`src/rtl/j1_io_pkg.sv`:
```
// j1_io_pkg: decode bit positions, status bit indices and FSM encodings for j1_io_uart
package j1_io_pkg;
  localparam int UART_DATA_BIT = 12;
  localparam int UART_STAT_BIT = 13;
  localparam int LED_BIT = 14;
  localparam int ST_TX_READY = 0;
  localparam int ST_RX_VALID = 1;
  localparam int ST_RX_OVR = 2;
  localparam int ST_FRM_ERR = 3;
  typedef logic [1:0] tx_state_t;
  typedef logic [1:0] rx_state_t;
  localparam tx_state_t TX_IDLE = 2'd0;
  localparam tx_state_t TX_START = 2'd1;
  localparam tx_state_t TX_DATA = 2'd2;
  localparam tx_state_t TX_STOP = 2'd3;
  localparam rx_state_t RX_IDLE = 2'd0;
  localparam rx_state_t RX_START = 2'd1;
  localparam rx_state_t RX_DATA = 2'd2;
  localparam rx_state_t RX_STOP = 2'd3;
endpackage

```
`src/rtl/j1_io_uart_if.sv`:
```
// j1_io_uart_if: J1 core I/O strobe bus (strobes, address, write data, read data)
interface j1_io_uart_if;
  logic io_rd;
  logic io_wr;
  logic [15:0] io_addr;
  logic [15:0] io_wdata;
  logic [15:0] io_din;
  modport master (output io_rd, io_wr, io_addr, io_wdata, input io_din);
  modport slave (input io_rd, io_wr, io_addr, io_wdata, output io_din);
endinterface

```
`src/rtl/j1_uart_rx.sv`:
```
// j1_uart_rx: 8N1 receiver with 2-flop synchroniser; pulses rx_strobe or frm_strobe after each stop sample
module j1_uart_rx
  import j1_io_pkg::*;
#(
  parameter int CLKS_PER_BIT = 104
) (
  input  logic       clk,
  input  logic       resetq,
  input  logic       uart_rx,
  output logic [7:0] rx_byte,
  output logic       rx_strobe,
  output logic       frm_strobe
);
  localparam logic [15:0] FULL = 16'(CLKS_PER_BIT - 1);
  localparam logic [15:0] HALF = 16'(CLKS_PER_BIT / 2 - 1);
  logic [1:0] sync;
  logic rx_s;
  rx_state_t state;
  logic [15:0] cnt;
  logic [2:0] bit_cnt;
  assign rx_s = sync[1];
  always_ff @(posedge clk or negedge resetq)
    if (!resetq) begin
      sync <= 2'b11;
      state <= RX_IDLE;
      cnt <= '0;
      bit_cnt <= '0;
      rx_byte <= '0;
      rx_strobe <= 1'b0;
      frm_strobe <= 1'b0;
    end else begin
      sync <= {sync[0], uart_rx};
      rx_strobe <= 1'b0;
      frm_strobe <= 1'b0;
      if (state == RX_IDLE) begin
        if (!rx_s) begin
          state <= RX_START;
          cnt <= HALF;
        end
      end else if (cnt != 16'd0) cnt <= cnt - 16'd1;
      else begin
        cnt <= FULL;
        case (state)
          RX_START: begin
            state <= rx_s ? RX_IDLE : RX_DATA;
            bit_cnt <= '0;
          end
          RX_DATA: begin
            rx_byte <= {rx_s, rx_byte[7:1]};
            bit_cnt <= bit_cnt + 3'd1;
            if (bit_cnt == 3'd7) state <= RX_STOP;
          end
          default: begin
            rx_strobe <= rx_s;
            frm_strobe <= !rx_s;
            state <= RX_IDLE;
          end
        endcase
      end
    end
endmodule

```
`src/rtl/j1_io_uart.sv`:
```
// j1_io_uart: J1 I/O block with 8N1 UART, status and LED port; define J1_IO_RXFIFO_EN for an RX FIFO
// instead of the single-byte RX holding register.
module j1_io_uart
  import j1_io_pkg::*;
#(
  parameter int CLKS_PER_BIT = 104,
  parameter int FIFO_DEPTH = 8
) (
  input  logic           clk,
  input  logic           resetq,
  j1_io_uart_if.slave    io,
  input  logic           uart_rx,
  output logic           uart_tx,
  output logic [7:0]     leds
);
  localparam logic [15:0] FULL = 16'(CLKS_PER_BIT - 1);
  if (CLKS_PER_BIT < 8 || CLKS_PER_BIT > 65535 || FIFO_DEPTH < 2 || (FIFO_DEPTH & (FIFO_DEPTH - 1)) != 0) begin : g_bad_param
    $error("j1_io_uart: illegal CLKS_PER_BIT or FIFO_DEPTH");
  end
  logic hit_data, hit_stat, hit_led;
  logic pop, push, drop, clr, full, rx_valid, tx_ready, tx_go;
  logic rx_ovr, frm_err, tx_ovr;
  logic [7:0] head, rx_byte;
  logic rx_strobe, frm_strobe;
  logic [15:0] status;
  tx_state_t tx_state;
  logic [15:0] tx_cnt;
  logic [2:0] tx_bit;
  logic [7:0] tx_sh;
  logic unused_bits;
  assign unused_bits = ^{io.io_addr[15], io.io_addr[11:0], io.io_wdata[15:8]};
  assign hit_data = io.io_addr[UART_DATA_BIT];
  assign hit_stat = !hit_data & io.io_addr[UART_STAT_BIT];
  assign hit_led = !hit_data & !io.io_addr[UART_STAT_BIT] & io.io_addr[LED_BIT];
  assign pop = io.io_rd & hit_data & rx_valid;
  assign push = rx_strobe & (!full | pop);
  assign drop = rx_strobe & full & !pop;
  assign clr = io.io_rd & hit_stat;
  assign tx_ready = tx_state == TX_IDLE;
  assign tx_go = io.io_wr & hit_data & tx_ready;
  always_comb begin
    status = '0;
    status[ST_TX_READY] = tx_ready;
    status[ST_RX_VALID] = rx_valid;
    status[ST_RX_OVR] = rx_ovr;
    status[ST_FRM_ERR] = frm_err;
  end
  assign io.io_din = hit_data ? {8'h00, rx_valid ? head : 8'h00} :
                     hit_stat ? status :
                     hit_led ? {8'h00, leds} : 16'h0000;
  j1_uart_rx #(.CLKS_PER_BIT(CLKS_PER_BIT)) u_rx (
    .clk(clk),
    .resetq(resetq),
    .uart_rx(uart_rx),
    .rx_byte(rx_byte),
    .rx_strobe(rx_strobe),
    .frm_strobe(frm_strobe)
  );
`ifdef J1_IO_RXFIFO_EN
  localparam int PW = $clog2(FIFO_DEPTH);
  localparam logic [PW:0] ONE = {{PW{1'b0}}, 1'b1};
  logic [7:0] mem [FIFO_DEPTH];
  logic [PW:0] wp, rp;
  assign rx_valid = wp != rp;
  assign full = (wp ^ rp) == {1'b1, {PW{1'b0}}};
  assign head = mem[rp[PW-1:0]];
  always_ff @(posedge clk)
    if (push) mem[wp[PW-1:0]] <= rx_byte;
  always_ff @(posedge clk or negedge resetq)
    if (!resetq) begin
      wp <= '0;
      rp <= '0;
    end else begin
      if (push) wp <= wp + ONE;
      if (pop) rp <= rp + ONE;
    end
`else
  logic [7:0] hold;
  logic hold_v;
  assign rx_valid = hold_v;
  assign full = hold_v;
  assign head = hold;
  always_ff @(posedge clk or negedge resetq)
    if (!resetq) begin
      hold <= '0;
      hold_v <= 1'b0;
    end else begin
      hold_v <= push | (hold_v & !pop);
      if (push) hold <= rx_byte;
    end
`endif
  // flag sets take precedence over a same-edge status-read clear
  always_ff @(posedge clk or negedge resetq)
    if (!resetq) begin
      rx_ovr <= 1'b0;
      frm_err <= 1'b0;
      tx_ovr <= 1'b0;
      leds <= 8'h00;
    end else begin
      rx_ovr <= drop | (rx_ovr & !clr);
      frm_err <= frm_strobe | (frm_err & !clr);
      tx_ovr <= tx_ovr | (io.io_wr & hit_data & !tx_ready);
      if (io.io_wr & hit_led) leds <= io.io_wdata[7:0];
    end
  always_ff @(posedge clk or negedge resetq)
    if (!resetq) begin
      tx_state <= TX_IDLE;
      tx_cnt <= '0;
      tx_bit <= '0;
      tx_sh <= '0;
      uart_tx <= 1'b1;
    end else if (tx_state == TX_IDLE) begin
      if (tx_go) begin
        tx_state <= TX_START;
        tx_cnt <= FULL;
        tx_sh <= io.io_wdata[7:0];
        uart_tx <= 1'b0;
      end
    end else if (tx_cnt != 16'd0) tx_cnt <= tx_cnt - 16'd1;
    else begin
      tx_cnt <= FULL;
      case (tx_state)
        TX_START: begin
          tx_state <= TX_DATA;
          tx_bit <= '0;
          uart_tx <= tx_sh[0];
        end
        TX_DATA: begin
          tx_sh <= tx_sh >> 1;
          tx_bit <= tx_bit + 3'd1;
          tx_state <= tx_bit == 3'd7 ? TX_STOP : TX_DATA;
          uart_tx <= tx_bit == 3'd7 ? 1'b1 : tx_sh[1];
        end
        default: tx_state <= TX_IDLE;
      endcase
    end
endmodule
```
`src/flat_wrapper.sv`:
```
// flat-port wrapper written by rule: the top's interface ports become plain ports
module j1_io_uart_flat import j1_io_pkg::*;
#(
  parameter int CLKS_PER_BIT = 104,
  parameter int FIFO_DEPTH = 8
)
  (clk, resetq, uart_rx, uart_tx, leds, io_io_rd, io_io_wr, io_io_addr, io_io_wdata, io_io_din);
  j1_io_uart_if io_i ();
  input  logic clk;
  input  logic resetq;
  input  logic uart_rx;
  output logic uart_tx;
  output logic [7:0] leds;
  input wire logic [$bits(io_i.io_rd)-1:0] io_io_rd;
  input wire logic [$bits(io_i.io_wr)-1:0] io_io_wr;
  input wire logic [$bits(io_i.io_addr)-1:0] io_io_addr;
  input wire logic [$bits(io_i.io_wdata)-1:0] io_io_wdata;
  output wire logic [$bits(io_i.io_din)-1:0] io_io_din;
  assign io_i.io_rd = io_io_rd;
  assign io_i.io_wr = io_io_wr;
  assign io_i.io_addr = io_io_addr;
  assign io_i.io_wdata = io_io_wdata;
  assign io_io_din = io_i.io_din;
  j1_io_uart #(.CLKS_PER_BIT(CLKS_PER_BIT), .FIFO_DEPTH(FIFO_DEPTH)) u_core (.clk(clk), .resetq(resetq), .io(io_i), .uart_rx(uart_rx), .uart_tx(uart_tx), .leds(leds));
endmodule
```
`config.mk`:
```
export PLATFORM = sky130hd
export DESIGN_NAME = j1_io_uart_flat
export DESIGN_NICKNAME = d
export VERILOG_FILES = /design/src/rtl/j1_io_pkg.sv /design/src/rtl/j1_io_uart_if.sv /design/src/rtl/j1_uart_rx.sv /design/src/rtl/j1_io_uart.sv /design/src/flat_wrapper.sv
export SDC_FILE = /design/constraint.sdc
export NUM_CORES = 1
export LEC_CHECK = 0
export CORE_MARGIN = 2
export CORE_UTILIZATION = 50
export DETAILED_ROUTE_END_ITERATION = 12
export GPL_TIMING_DRIVEN = 0
export PLACE_DENSITY = 0.75
export SKIP_LAST_GASP = 1
export SLEW_MARGIN = 20
export SYNTH_ARGS = -nofsm -noshare
export SYNTH_HDL_FRONTEND = slang
export SYNTH_SLANG_ARGS = --single-unit
```
`constraint.sdc`:
```
create_clock -name clk -period 4.16 [get_ports clk]
set_input_delay 1.248 -clock clk [delete_from_list [all_inputs] [get_ports clk]]
set_output_delay 1.248 -clock clk [all_outputs]
set_load 0.01 [all_outputs]
```
==> impl_metrics.env <==
export IMPL_finClkSkew_ns=0.0137
export IMPL_seq_power_share=0.509
export IMPL_drive_above_1_share=0.168
export IMPL_worst_pin_slew_ns=0.773
export IMPL_overflow=0
export IMPL_crit_type="in -> out"
export IMPL_htree_levels=3
export IMPL_synth_ff_type="dfrtp_1"
export IMPL_wl_met1_mm=4.60
export IMPL_final_cell_mix="dfrtp_1, nand2_1, clkdlybuf4s50_1"
export IMPL_outcome="completed"
export IMPL_power_density_nw_per_um2=316
export IMPL_die_w_microns=98.0
export IMPL_final_antenna_net_count=0
export IMPL_combPwrFrac=0.078
export IMPL_p_total_uw=1630
export IMPL_synthCells=433
export IMPL_worst_setup_path_end_kind="output pin"
export IMPL_crit_fanout=5
export IMPL_wl_per_cell_microns=17.0
export IMPL_cts_tree="built"
export IMPL_n_antenna_cell=0
export IMPL_synth_area_sq_um=4420
export IMPL_critPathArrivalTime_ns=2.84
export IMPL_grt_pass1_wl_mm=17.0
export IMPL_layout_cells_non_filler=597
export IMPL_placeableCoreArea_sq_um=8640
export IMPL_met3WireLength_microns=436
export IMPL_drc=0
export IMPL_path_clk_slew_ns=0.09
export IMPL_synth_area_per_cell_sq_um=10.2
export IMPL_crit_required_ns=2.91
export IMPL_grt_max_degree=49
export IMPL_cellLeakagePower_uw=0.00233
export IMPL_start_util=0.512
export IMPL_hold_viol_final=0
export IMPL_grt_pass1_vias=3432
export IMPL_nets=532
export IMPL_async_reset_ff_frac=1.00
export IMPL_met2_length_mm=4.96
export IMPL_postLayoutCellArea_sq_um=5170
export IMPL_rsz0062_at_grt="yes"
export IMPL_dr_pass1_iters=5
export IMPL_cts_buffers=9
export IMPL_max_slew_margin=0.478
export IMPL_drt_iter0_markers=235
export IMPL_setup_viol=0
export IMPL_gp_congestion=0.909
export IMPL_cap_violations=0
export IMPL_fmax_mhz=245
export IMPL_internal_power_uw=1240
export IMPL_swShare=0.242
export IMPL_rows=34
export IMPL_fill_cells=703
export IMPL_slew_viol_final=0
export IMPL_cts_hold_buf=0
export IMPL_vias_per_cell=5.91
export IMPL_period_minus_slack_ns=4.09
export IMPL_switchingPower_uw=396
export IMPL_placed_cells_incl_taps=581
export IMPL_antenna_found_initial=0
export IMPL_p_clk_frac=0.413
export IMPL_die_area_sq_um=9610
export IMPL_ys_seq_elements=82
export IMPL_synth_seq_area_share=0.465
export IMPL_clock_latency_ns=0.36
export IMPL_ir_drop_mv=0.209
export IMPL_numPortBuffers=32
export IMPL_final_common_cell="dfrtp_1"
export IMPL_vias=3526
export IMPL_cts_sinks=82
export IMPL_die_h_microns=98.0
export IMPL_hold_class="reg -> reg"
export IMPL_gr_usage_all_layers=0.218
export IMPL_yosys_warnings=0
export IMPL_place_area_sq_um=4920
export IMPL_clk_path_buf_depth=2
export IMPL_wirelength_mm=10.2
export IMPL_period_share=0.982
export IMPL_routed_top_layer="met4"
export IMPL_pin_count=62
export IMPL_multi_input_area_sq_um=2160
export IMPL_cts_root_buf="clkbuf_8"
export IMPL_synth_edff_count=0
export IMPL_synth_cell_type_count=68
export IMPL_syn2layout_area_growth_pct=17.0
export IMPL_dpl_hpwl_mm=7.14
export IMPL_worstSetupStartpointType="input pin"
export IMPL_register_area_sq_um=2060
[synthesized netlist by cell type (all sizes together) (6+ instances only)]
library cell / count / area (sq um)
nand4: 8 / 50.1
nor2b: 10 / 62.6
a22oi: 11 / 82.6
a22o: 6 / 52.6
a31oi: 6 / 37.5
nand3: 21 / 105
inv: 21 / 78.8
ha: 11 / 138
clkbuf: 13 / 48.8
nor2: 27 / 104
o211ai: 8 / 75.1
and2: 6 / 37.5
dfrtp: 79 / 1980
nand2: 28 / 105
o21ai: 21 / 105
a21oi: 13 / 65.1
buf: 17 / 119
nor4: 9 / 92.6
nor3: 12 / 60.1
mux2: 26 / 297
or4: 7 / 63.8
[worst max-delay path, cell delays in order]
cell,delay (ns)
clkdlybuf4s50_1,0.46
nor2b_2,0.21
a222oi_1,0.37
inv_1,0.07
clkdlybuf4s50_1,0.48
[through the flow]
step / setup TNS [ns] / worst slack (ns) / hold slack (ns) / utilization
4_1_cts: 0 / 0.00393 / 0.368 / 0.598
6_report: 0 / 0.0744 / 0.372 / 0.599
3_5_place_dp: -4.20 / -0.611 / 0.348 / 0.570
3_3_place_gp: -93.29 / -1.13 / 0.348 / 0.568
5_1_grt: -0.0381 / -0.0381 / 0.372 / 0.599
2_1_floorplan: 0 / 0.754 / 0.345 / -
[final timing paths]
path                                     start                endpoint  slack, ns  cells past startpoint
min reg2reg                u_core.u_rx.sync[0]     u_core.u_rx.sync[1]       0.37                      0
min                        u_core.u_rx.sync[0]     u_core.u_rx.sync[1]       0.37                      0
min in group asynchronous               resetq       u_core.tx_cnt[10]       0.91                      1
max                             io_io_addr[13]            io_io_din[2]       0.07                      5
max in group asynchronous               resetq  u_core.u_rx.rx_byte[7]       2.62                      2
max reg2reg                 u_core.u_rx.cnt[0]    u_core.u_rx.state[1]       1.60                      8
[what timing repair did]
| item | 4_1_cts | 5_1_grt |
|---|---|---|
| pin swaps | 0 | 2 |
| gates cloned | 0 | 0 |
| buffers inserted | 0 | 1 |
| resized for setup | 3 | 3 |
| setup endpoints to repair | 8 | 5 |
[power groups by stage]
stage | Sequential [uW] | Clock [uW] | Combinational, uW
2_1_floorplan | 851 | 0 | 35.7
3_3_place_gp | 847 | 0 | 123
3_5_place_dp | 847 | 0 | 127
4_1_cts | 832 | 690 | 128
5_1_grt | 834 | 718 | 136
6_report | 831 | 674 | 127
[state kept, by name, summed over array words and instances (netlist names), 2 cells and up]
name and count:
u_core.tx_cnt 16, u_core.u_rx.cnt 16, u_core.head 8, u_core.leds 8
u_core.tx_sh 8, u_core.u_rx.rx_byte 8, u_core.tx_bit 3, u_core.u_rx.bit_cnt 3
u_core.tx_state 2, u_core.u_rx.state 2, u_core.u_rx.sync 2
[area by class of cell]
class                           instances  area share
Multi-Input combinational cell        306       0.417
Sequential cell                        82       0.397
Timing Repair Buffer                   34      0.0675
Buffer                                 29      0.0317
Tap cell                              108      0.0261
Clock buffer                            9      0.0239
Clock inverter                          7      0.0206
Inverter                               22      0.0160
[metal layers]
metal,track usage,vias up
met5,0,-
met4,0.0919,0
met3,0.0279,18
met2,0.350,87
met1,0.301,1724
li1,-,1697
[cells by family after synthesis]
kind of cell,after synthesis,synth area share
AO/OA/AOI/OAI,104,0.173
XOR/XNOR,4,0.00792
adder cells (fa/ha/maj),11,0.0311
buffers and inverters,52,0.0566
flip-flops,82,0.465
multiplexers,31,0.0784
other,1,0.000848
AND/OR/NAND/NOR,148,0.187
(Power assumes the default switching activity.)
